File: src/rtl/fetch_prefetch_unit_if.sv
// Fetch front-end bus bundle: instruction memory request/response
// plus the show-ahead queue head toward IF/ID.
interface fetch_prefetch_unit_if #(
    parameter int DEPTH = 4
);
    logic                     imem_req_valid;
    logic                     imem_req_ready;
    logic [31:0]              imem_req_addr;
    logic                     imem_rsp_valid;
    logic [31:0]              imem_rsp_data;
    logic                     out_valid;
    logic                     out_ready;
    logic [31:0]              out_pc;
    logic [31:0]              out_instr;
    logic [$clog2(DEPTH):0]   count;

    modport master (
        output imem_req_valid, imem_req_addr,
        input  imem_req_ready,
        input  imem_rsp_valid, imem_rsp_data,
        output out_valid, out_pc, out_instr, count,
        input  out_ready
    );

    modport slave (
        input  imem_req_valid, imem_req_addr,
        output imem_req_ready,
        output imem_rsp_valid, imem_rsp_data,
        input  out_valid, out_pc, out_instr, count,
        output out_ready
    );
endinterface

File: src/rtl/fetch_prefetch_unit.sv
// Instruction fetch front end: credit-limited word fetch, in-order
// response capture into a show-ahead prefetch queue, redirect flush.
module fetch_prefetch_unit #(
    parameter logic [31:0] RESET_PC = 32'h0000_0000,
    parameter int          DEPTH    = 4
) (
    input  logic                  clk,
    input  logic                  rst_n,
    input  logic                  redirect,
    input  logic [31:0]           redirect_pc,
    fetch_prefetch_unit_if.master bus
);
    localparam int AW = $clog2(DEPTH);
    localparam int CW = AW + 1;
    localparam logic [CW:0] LIMIT = (CW+1)'(DEPTH);

    typedef logic [CW-1:0] cnt_t;

    logic [31:0]   fetch_pc;
    logic [31:0]   rsp_pc;
    cnt_t          outstanding;
    cnt_t          discard;
    cnt_t          cnt;
    logic [AW-1:0] wr_ptr;
    logic [AW-1:0] rd_ptr;
    logic [31:0]   q_pc    [DEPTH];
    logic [31:0]   q_instr [DEPTH];

    logic [CW:0]   credits_used;
    logic          req_fire;
    logic          rsp_drop;
    logic          push;
    logic          pop;
    logic          head_valid;
    logic [31:0]   target;
    logic          unused_pc_lsb;

    // Queued words plus in-flight fetches may never exceed DEPTH.
    assign credits_used = {1'b0, cnt} + {1'b0, outstanding};
    assign bus.imem_req_valid = rst_n & ~redirect & (credits_used < LIMIT);
    assign bus.imem_req_addr  = fetch_pc;
    assign req_fire = bus.imem_req_valid & bus.imem_req_ready;

    assign rsp_drop   = (discard != '0);
    assign head_valid = (cnt != '0);
    assign push = bus.imem_rsp_valid & ~rsp_drop & ~redirect;
    assign pop  = head_valid & bus.out_ready & ~redirect;

    assign target        = {redirect_pc[31:2], 2'b00};
    assign unused_pc_lsb = ^redirect_pc[1:0];

    assign bus.out_valid = rst_n & head_valid;
    assign bus.out_pc    = q_pc[rd_ptr];
    assign bus.out_instr = q_instr[rd_ptr];
    assign bus.count     = rst_n ? cnt : '0;

    // PC, credit, discard and queue pointer state; redirect wins.
    always_ff @(posedge clk) begin
        if (!rst_n) begin
            fetch_pc    <= RESET_PC;
            rsp_pc      <= RESET_PC;
            outstanding <= '0;
            discard     <= '0;
            cnt         <= '0;
            wr_ptr      <= '0;
            rd_ptr      <= '0;
        end else if (redirect) begin
            fetch_pc    <= target;
            rsp_pc      <= target;
            outstanding <= outstanding - cnt_t'(bus.imem_rsp_valid);
            discard     <= outstanding - cnt_t'(bus.imem_rsp_valid);
            cnt         <= '0;
            wr_ptr      <= '0;
            rd_ptr      <= '0;
        end else begin
            if (req_fire) begin
                fetch_pc <= fetch_pc + 32'd4;
            end
            outstanding <= outstanding + cnt_t'(req_fire)
                         - cnt_t'(bus.imem_rsp_valid);
            if (bus.imem_rsp_valid && rsp_drop) begin
                discard <= discard - 1'b1;
            end
            if (push) begin
                wr_ptr <= wr_ptr + 1'b1;
                rsp_pc <= rsp_pc + 32'd4;
            end
            if (pop) begin
                rd_ptr <= rd_ptr + 1'b1;
            end
            cnt <= cnt + cnt_t'(push) - cnt_t'(pop);
        end
    end

    // Queue storage: captured words with their PCs, no reset needed.
    always_ff @(posedge clk) begin
        if (push && rst_n) begin
            q_pc[wr_ptr]    <= rsp_pc;
            q_instr[wr_ptr] <= bus.imem_rsp_data;
        end
    end
endmodule

File: src/flat_wrapper.sv
// flat-port wrapper written by rule: the top's interface ports become plain ports
module fetch_prefetch_unit_flat 
#(
    parameter logic [31:0] RESET_PC = 32'h0000_0000,
    parameter int          DEPTH    = 4
)
  (clk, rst_n, redirect, redirect_pc, bus_imem_req_valid, bus_imem_req_addr, bus_imem_req_ready, bus_imem_rsp_valid, bus_imem_rsp_data, bus_out_valid, bus_out_pc, bus_out_instr, bus_count, bus_out_ready);
  fetch_prefetch_unit_if #(.DEPTH(DEPTH)) bus_i ();
  input  logic clk;
  input  logic rst_n;
  input  logic redirect;
  input  logic [31:0] redirect_pc;
  output wire logic [$bits(bus_i.imem_req_valid)-1:0] bus_imem_req_valid;
  output wire logic [$bits(bus_i.imem_req_addr)-1:0] bus_imem_req_addr;
  input wire logic [$bits(bus_i.imem_req_ready)-1:0] bus_imem_req_ready;
  input wire logic [$bits(bus_i.imem_rsp_valid)-1:0] bus_imem_rsp_valid;
  input wire logic [$bits(bus_i.imem_rsp_data)-1:0] bus_imem_rsp_data;
  output wire logic [$bits(bus_i.out_valid)-1:0] bus_out_valid;
  output wire logic [$bits(bus_i.out_pc)-1:0] bus_out_pc;
  output wire logic [$bits(bus_i.out_instr)-1:0] bus_out_instr;
  output wire logic [$bits(bus_i.count)-1:0] bus_count;
  input wire logic [$bits(bus_i.out_ready)-1:0] bus_out_ready;
  assign bus_imem_req_valid = bus_i.imem_req_valid;
  assign bus_imem_req_addr = bus_i.imem_req_addr;
  assign bus_i.imem_req_ready = bus_imem_req_ready;
  assign bus_i.imem_rsp_valid = bus_imem_rsp_valid;
  assign bus_i.imem_rsp_data = bus_imem_rsp_data;
  assign bus_out_valid = bus_i.out_valid;
  assign bus_out_pc = bus_i.out_pc;
  assign bus_out_instr = bus_i.out_instr;
  assign bus_count = bus_i.count;
  assign bus_i.out_ready = bus_out_ready;
  fetch_prefetch_unit #(.RESET_PC(RESET_PC), .DEPTH(DEPTH)) u_core (.clk(clk), .rst_n(rst_n), .redirect(redirect), .redirect_pc(redirect_pc), .bus(bus_i));
endmodule
File: config.mk
export PLATFORM = sky130hd
export DESIGN_NAME = fetch_prefetch_unit_flat
export DESIGN_NICKNAME = d
export VERILOG_FILES = /design/src/rtl/fetch_prefetch_unit_if.sv /design/src/rtl/fetch_prefetch_unit.sv /design/src/flat_wrapper.sv
export SDC_FILE = /design/constraint.sdc
export NUM_CORES = 1
export LEC_CHECK = 0
export ABC_AREA = 0
export BUFFER_PORTS_ARGS = -buffer_cell sky130_fd_sc_hd__buf_4
export CELL_PAD_IN_SITES_DETAIL_PLACEMENT = 1
export CELL_PAD_IN_SITES_GLOBAL_PLACEMENT = 2
export CORE_ASPECT_RATIO = 0.8
export CORE_MARGIN = 2
export CORE_UTILIZATION = 45
export DETAILED_ROUTE_END_ITERATION = 8
export HOLD_SLACK_MARGIN = 0.12
export PLACE_DENSITY = 0.9
export SETUP_SLACK_MARGIN = 0.1
export SLEW_MARGIN = 20
export SYNTH_ARGS = -nofsm -noshare
export SYNTH_HDL_FRONTEND = slang
export SYNTH_SLANG_ARGS = --single-unit
File: constraint.sdc
create_clock -name clk -period 6.64 [get_ports clk]
set_input_delay 0.996 -clock clk [delete_from_list [all_inputs] [get_ports clk]]
set_output_delay 0.996 -clock clk [all_outputs]
set_load 0.01 [all_outputs]
-- After elaboration in Yosys (flattened, before gate mapping)
Memory sizes are Yosys's and may differ from the RTL's. A register that Yosys moved wholly into a read port is not among the register bits.
Index checks and enable logic that the tools add are counted.
- flip-flop bits (word level): 77
- latch bits: 0
- bits in writable memories: 256
- memory bits (read-only): 0
- output and inout port bits: 101
- logic and storage cells: 56
- memories kept: 2
- $add $sub $neg: 11
- multiply operators: 0
- divide/modulo/power cells: 0
- magnitude comparators: 1
- equality and inequality tests: 0
- shifts and indexed selects: 0
- muxes and demuxes: 14
- bitwise gates (word level): 11
- reductions and logical operators: 8
- memory list (memory ; words ; bits a word ; read ports ; clocked after Yosys merged registers in ; wr ports ; line ; source):
    u_core.q_instr ; 4 ; 32 ; 1 ; 1 ; 1 ; fetch_prefetch_unit.sv:27 ; logic [31:0] q_instr [DEPTH];
    u_core.q_pc ; 4 ; 32 ; 1 ; 1 ; 1 ; fetch_prefetch_unit.sv:26 ; logic [31:0] q_pc [DEPTH];
- operators with widths (operator ; number):
    two-way mux 32 bit ; 4
    adder 32 x 3 -> 32 bit (second input constant) ; 2
    two-way mux 3 bit ; 4
    subtractor 3 x 1 -> 3 bit ; 3
    AND 1 bit ; 8
    two-way mux 2 bit ; 4
    adder 3 x 1 -> 3 bit ; 2
    nonzero test 2 bit ; 3
    nonzero test 3 bit ; 2
    adder 2 x 1 -> 2 bit (second input constant) ; 2
    adder 3 x 3 -> 4 bit ; 1
    less-than comparator 4 x 3 -> 1 bit (second input constant) ; 1
    inverter 1 bit ; 3
    subtractor 3 x 1 -> 3 bit (second input constant) ; 1
    logical AND 1 bit ; 2
    two-way mux 1 bit ; 2
    OR reduction 2 bit ; 1

-- Logic depth before layout (Yosys ltp)
- depth in word-level cells: 7
- gate-level depth with buffers: 12
- mapped depth without buffers: 10

-- Least setup slack after synthesis
No wires, ideal clock.
- path kind: input -> register
- from: input redirect
- to: memory u_core.q_instr[0][0] (enable)
- setup time: 427 ps
- arrival: 3175 ps
- slack: 3039 ps
- stages: 5
- path buffers: 3
- cells stage by stage: buf_2 > nor2b_1 > buf_2 > clkbuf_1 > and3_1
- cells in the longest elaborated chain, start to end: 5
- RTL lines (what ; line ; source):
    from (decl) ; flat_wrapper.sv:11 ; input logic redirect;
    inverter 1 bit ; fetch_prefetch_unit.sv:46 ; assign push = bus.imem_rsp_valid & ~rsp_drop & ~redirect;
    AND 1 bit ; fetch_prefetch_unit.sv:46 ;
    logical AND 1 bit ; fetch_prefetch_unit.sv:97 ; if (push && rst_n) begin
    two-way mux 1 bit ; fetch_prefetch_unit.sv:97 ;
    two-way mux 1 bit (implied by the code) ; fetch_prefetch_unit.sv:99 ; q_instr[wr_ptr] <= bus.imem_rsp_data;
    to (decl) ; fetch_prefetch_unit.sv:27 ;
Every way passes these cells.

==> out/results.txt <==
The highest net fanout along the worst path was 33. The cell area that synthesis handed to floorplanning was 0.0132 sq mm. The most frequently used cell type in the post-synthesis netlist is edfxtp_1. The tools report the register share of total power as 0.526. In this run the power spent charging and discharging nets is 983 uW. Summing over every cut layer, the via total after detailed routing is 8,045. Detailed placement ended at an HPWL of 21.2 mm. The area overhead of the layout relative to synthesis was 19.8%.

Setup repair after global routing left no endpoint under its margin. The fraction of power consumed by the clock network is 0.408. The clock-pin slew of the registers on the worst-case setup and hold paths came out at 0.05 ns. The final cell count without fillers is 1,406.

The fraction of power spent switching nets came out at 0.226. Setup violations remaining at the end of the flow were counted as 0. The sequential cell area fraction in the yosys report came out at 0.680. The effective utilization at floorplan was 0.461; the count of TritonRoute iterations in the first routing pass was 5. The logs give 5.38 nW for the leakage power total and 0 for the buffers inserted during post-CTS setup optimization.

The transition at the pin with the smallest max-transition slack is 0.997 ns. The total routing resource utilization after global routing was 0.212. The tools report the overall die area as 0.0307 sq mm.

For the initial antenna violation count, the log shows 0. The critical path goes through buf_4 -> mux4_2 -> buf_4. For this run, design rule violations remaining after detail routing come to 0. In this run, post-CTS repair resized a total of 0 instances. The number of synthesized flops with an enable pin came out at 248. Prior to clock tree synthesis, the placed netlist has a worst setup slack of 3.05 ns. The number of library cell types mapped by synthesis is 62, and the count of input and output buffers is 164. Count of state elements after synthesis: 323. The worst register-to-register path begins at u_core.cnt[2]. The Yosys warning count was 0. TritonCTS built the clock tree. Cell seen most often among critical-path stages: buf_4. CTS built an H-tree with a depth of 2. The cell sitting at the root of the clock tree is a clkbuf_16.

The worst voltage drop across the vdd grid came out at 0.000133 V. The worst hold path begins at u_core.wr_ptr[0]. The fraction of the core area covered by cells at the end of the flow was 0.552; the first-pass GRT wire length was 49.6 mm. The run gives 0 as the total congestion overflow. The tools report the global placer's final weighted congestion as 0.791. Row generation in the floorplan step produced 55 rows.

The clock passes through at most 3 buffers. The routed design has 32.3 mm of wire. STA classifies the critical path endpoint as an output pin. Final critical-path required period: 3.72 ns. The setup path with the least slack is of type flop to output pin.

In the synthesized netlist, the cells that appear most often are 248 x edfxtp_1, 75 x dfxtp_1, 62 x mux4_2, 62 x nand2_1, 39 x a21oi_1. The tools report the source-to-sink clock delay at the later pin of the worst-skew pair as 0.52 ns. The post-route fraction of the period consumed by the critical path is 0.561. The count of endpoints failing hold in the final timing report was 0.

The clock arrives with 0.0186 ns of skew. After the last flow step, the layout net total stands at 1,102. The relative max-transition margin came out at 0.336. Setup slack on the critical path of the routed design comes to 2.92 ns. In the final layout, flip-flops and latches occupy 0.00895 sq mm. In the post-synthesis netlist, the biggest area contributors are edfxtp_1 57%, dfxtp_1 11%, mux4_2 11%. Max-cap violations in this run came to 0. The internal portion of the total power is 3.37 mW. The post-synthesis async set-or-reset flop share works out to 0.

The standard cell with the maximum stage delay on the critical path is dfxtp_4. In the synthesized netlist, the number of instances is 848. The final count of pins violating max slew was 0. The logs give 0 ns for the setup TNS after final layout and 0 for the number of hold buffers added after cts. Dividing the synthesized area by the synthesized cell count gives 15.5 sq um.

After filler insertion, the fill cell instance count of the layout stands at 2,723. The count of boundary I/O pins was 171. Summing all multi-input logic gate instances after layout gives 0.00394 sq mm. Counting the buffers created by CTS gives 34. The worst setup path is launched from a flop. The total power per unit cell area was 276 mW/mm^2.

At the worst endpoint, the arrival time is 2.73 ns. The leading area contributor after synthesis is edfxtp_1. Data on the critical path is required at its endpoint by 5.64 ns. Derived from the worst setup path, the maximum achievable clock frequency is 269 MHz. Measured along the y axis, the die boundary spans 157 um. Counting tap cells, the placed design contains a total of 1,348 instances.

Via count of the first global-routing pass: 8,363. The die is 195 um wide. Fraction of power consumed by combinational cells: 0.066.

The number of DRC markers after the initial detailed-route iteration is 519, and the number of nets still failing antenna checks after routing is 0. The run finished with clean final reports. After floorplanning, the core was sized to cover 0.0286 sq mm. The design draws 4.35 mW. Entering global routing, the biggest net connects 63 pins.

The repair_antennas step left the layout with diodes totalling 0. In this run the worst hold path is classified as flop to flop. In the final routed layout, each cell accounts on average for 23.0 um. Routed via count divided by cell count: 5.72.

On the worst path, the slowest cell contributes a delay of 0.75 ns. Proportion of netlist area held by the largest area contributor: 0.566. The fraction of layout instances using a drive strength above 1 was 0.288. The predominant post-synthesis flop cell is edfxtp_1. The clock net in this run drives a total of 323 sinks.
flip-flops by register name, indices dropped and copies added (netlist names), named ones only:
signal and cells:
u_core.bus.imem_req_addr 30, u_core.q_pc 120, u_core.wr_ptr 2, u_core.rd_ptr 2
u_core.outstanding 3, u_core.q_instr 128, u_core.cnt 3, u_core.rsp_pc 30
u_core.discard 3
metrics by stage:
| step | hold WS (ns) | cell area (sq um) |
|---|---|---|
| 2_1_floorplan | 0.466 | 13200 |
| 3_3_place_gp | 0.488 | 14800 |
| 3_5_place_dp | 0.505 | 14800 |
| 4_1_cts | 0.513 | 15800 |
| 6_report | 0.517 | 15800 |
| 5_1_grt | 0.532 | 15800 |
logic make-up after synthesis:
logic type,Yosys count,share of synthesized area
AO/OA/AOI/OAI,118,0.0553
XOR/XNOR,38,0.0253
adder cells (fa/ha/maj),18,0.0182
buffers and inverters,71,0.0224
flip-flops,323,0.680
multiplexers,68,0.111
other,1,0.000285
AND/OR/NAND/NOR,211,0.0880
critical path, delay by kind of cell, from the launching register on:
| family | cells | cell delay, ns |
|---|---|---|
| buffers and inverters | 2 | 0.83 |
| DFF | 1 | 0.75 |
| muxes | 1 | 0.61 |
final cells by class:
class | count | area share
Sequential cell | 323 | 0.568
Tap cell | 370 | 0.0293
Clock inverter | 14 | 0.00698
Timing Repair Buffer | 174 | 0.0828
Multi-Input combinational cell | 457 | 0.250
Clock buffer | 44 | 0.0577
Inverter | 24 | 0.00571
power by group through the flow:
| stage | registers [mW] | clock network, mW | logic, mW |
|---|---|---|---|
| 2_1_floorplan | 2.31 | 0 | 0.153 |
| 3_3_place_gp | 2.33 | 0 | 0.275 |
| 3_5_place_dp | 2.33 | 0 | 0.285 |
| 4_1_cts | 2.29 | 1.81 | 0.288 |
| 5_1_grt | 2.30 | 1.88 | 0.317 |
| 6_report | 2.29 | 1.78 | 0.286 |
worst paths after layout:
check                                to  slack [ns]  depth (start not counted)
hold reg to reg        u_core.wr_ptr[0]        0.52                          2
setup / recovery       bus_out_instr[9]        2.92                          3
hold / removal         u_core.wr_ptr[0]        0.52                          2
setup reg to reg  u_core.outstanding[2]        3.43                         11
routing by layer:
layer | vias to the layer above | GRT usage | part of all wire
met4 | 0 | 0.0469 | 0.014
met2 | 306 | 0.332 | 0.45
met5 | - | 0 | 0
li1 | 3647 | - | -
met3 | 36 | 0.0388 | 0.071
met1 | 4056 | 0.312 | 0.46
placed cells by master, fill, tap and decap left out, types with 4 or more instances in the layout:
cell type,count
a31oi_1,10
or3_1,5
conb_1,4
nor4_1,11
inv_1,22
nand3_1,21
and2_1,10
nand4_1,20
clkbuf_16,35
clkinv_1,6
o21ai_0,31
xor2_1,8
nor3_1,14
nand2_1,62
mux4_2,62
or4_1,5
clkinv_2,5
edfxtp_1,248
and3_1,8
and3_2,4
dfxtp_1,73
clkbuf_1,9
a21oi_1,39
ha_1,16
o211ai_1,4
and4_1,8
a211oi_1,5
xnor2_1,30
nor2_1,26
buf_4,174
o311ai_0,7
(Power assumes the default switching activity.)
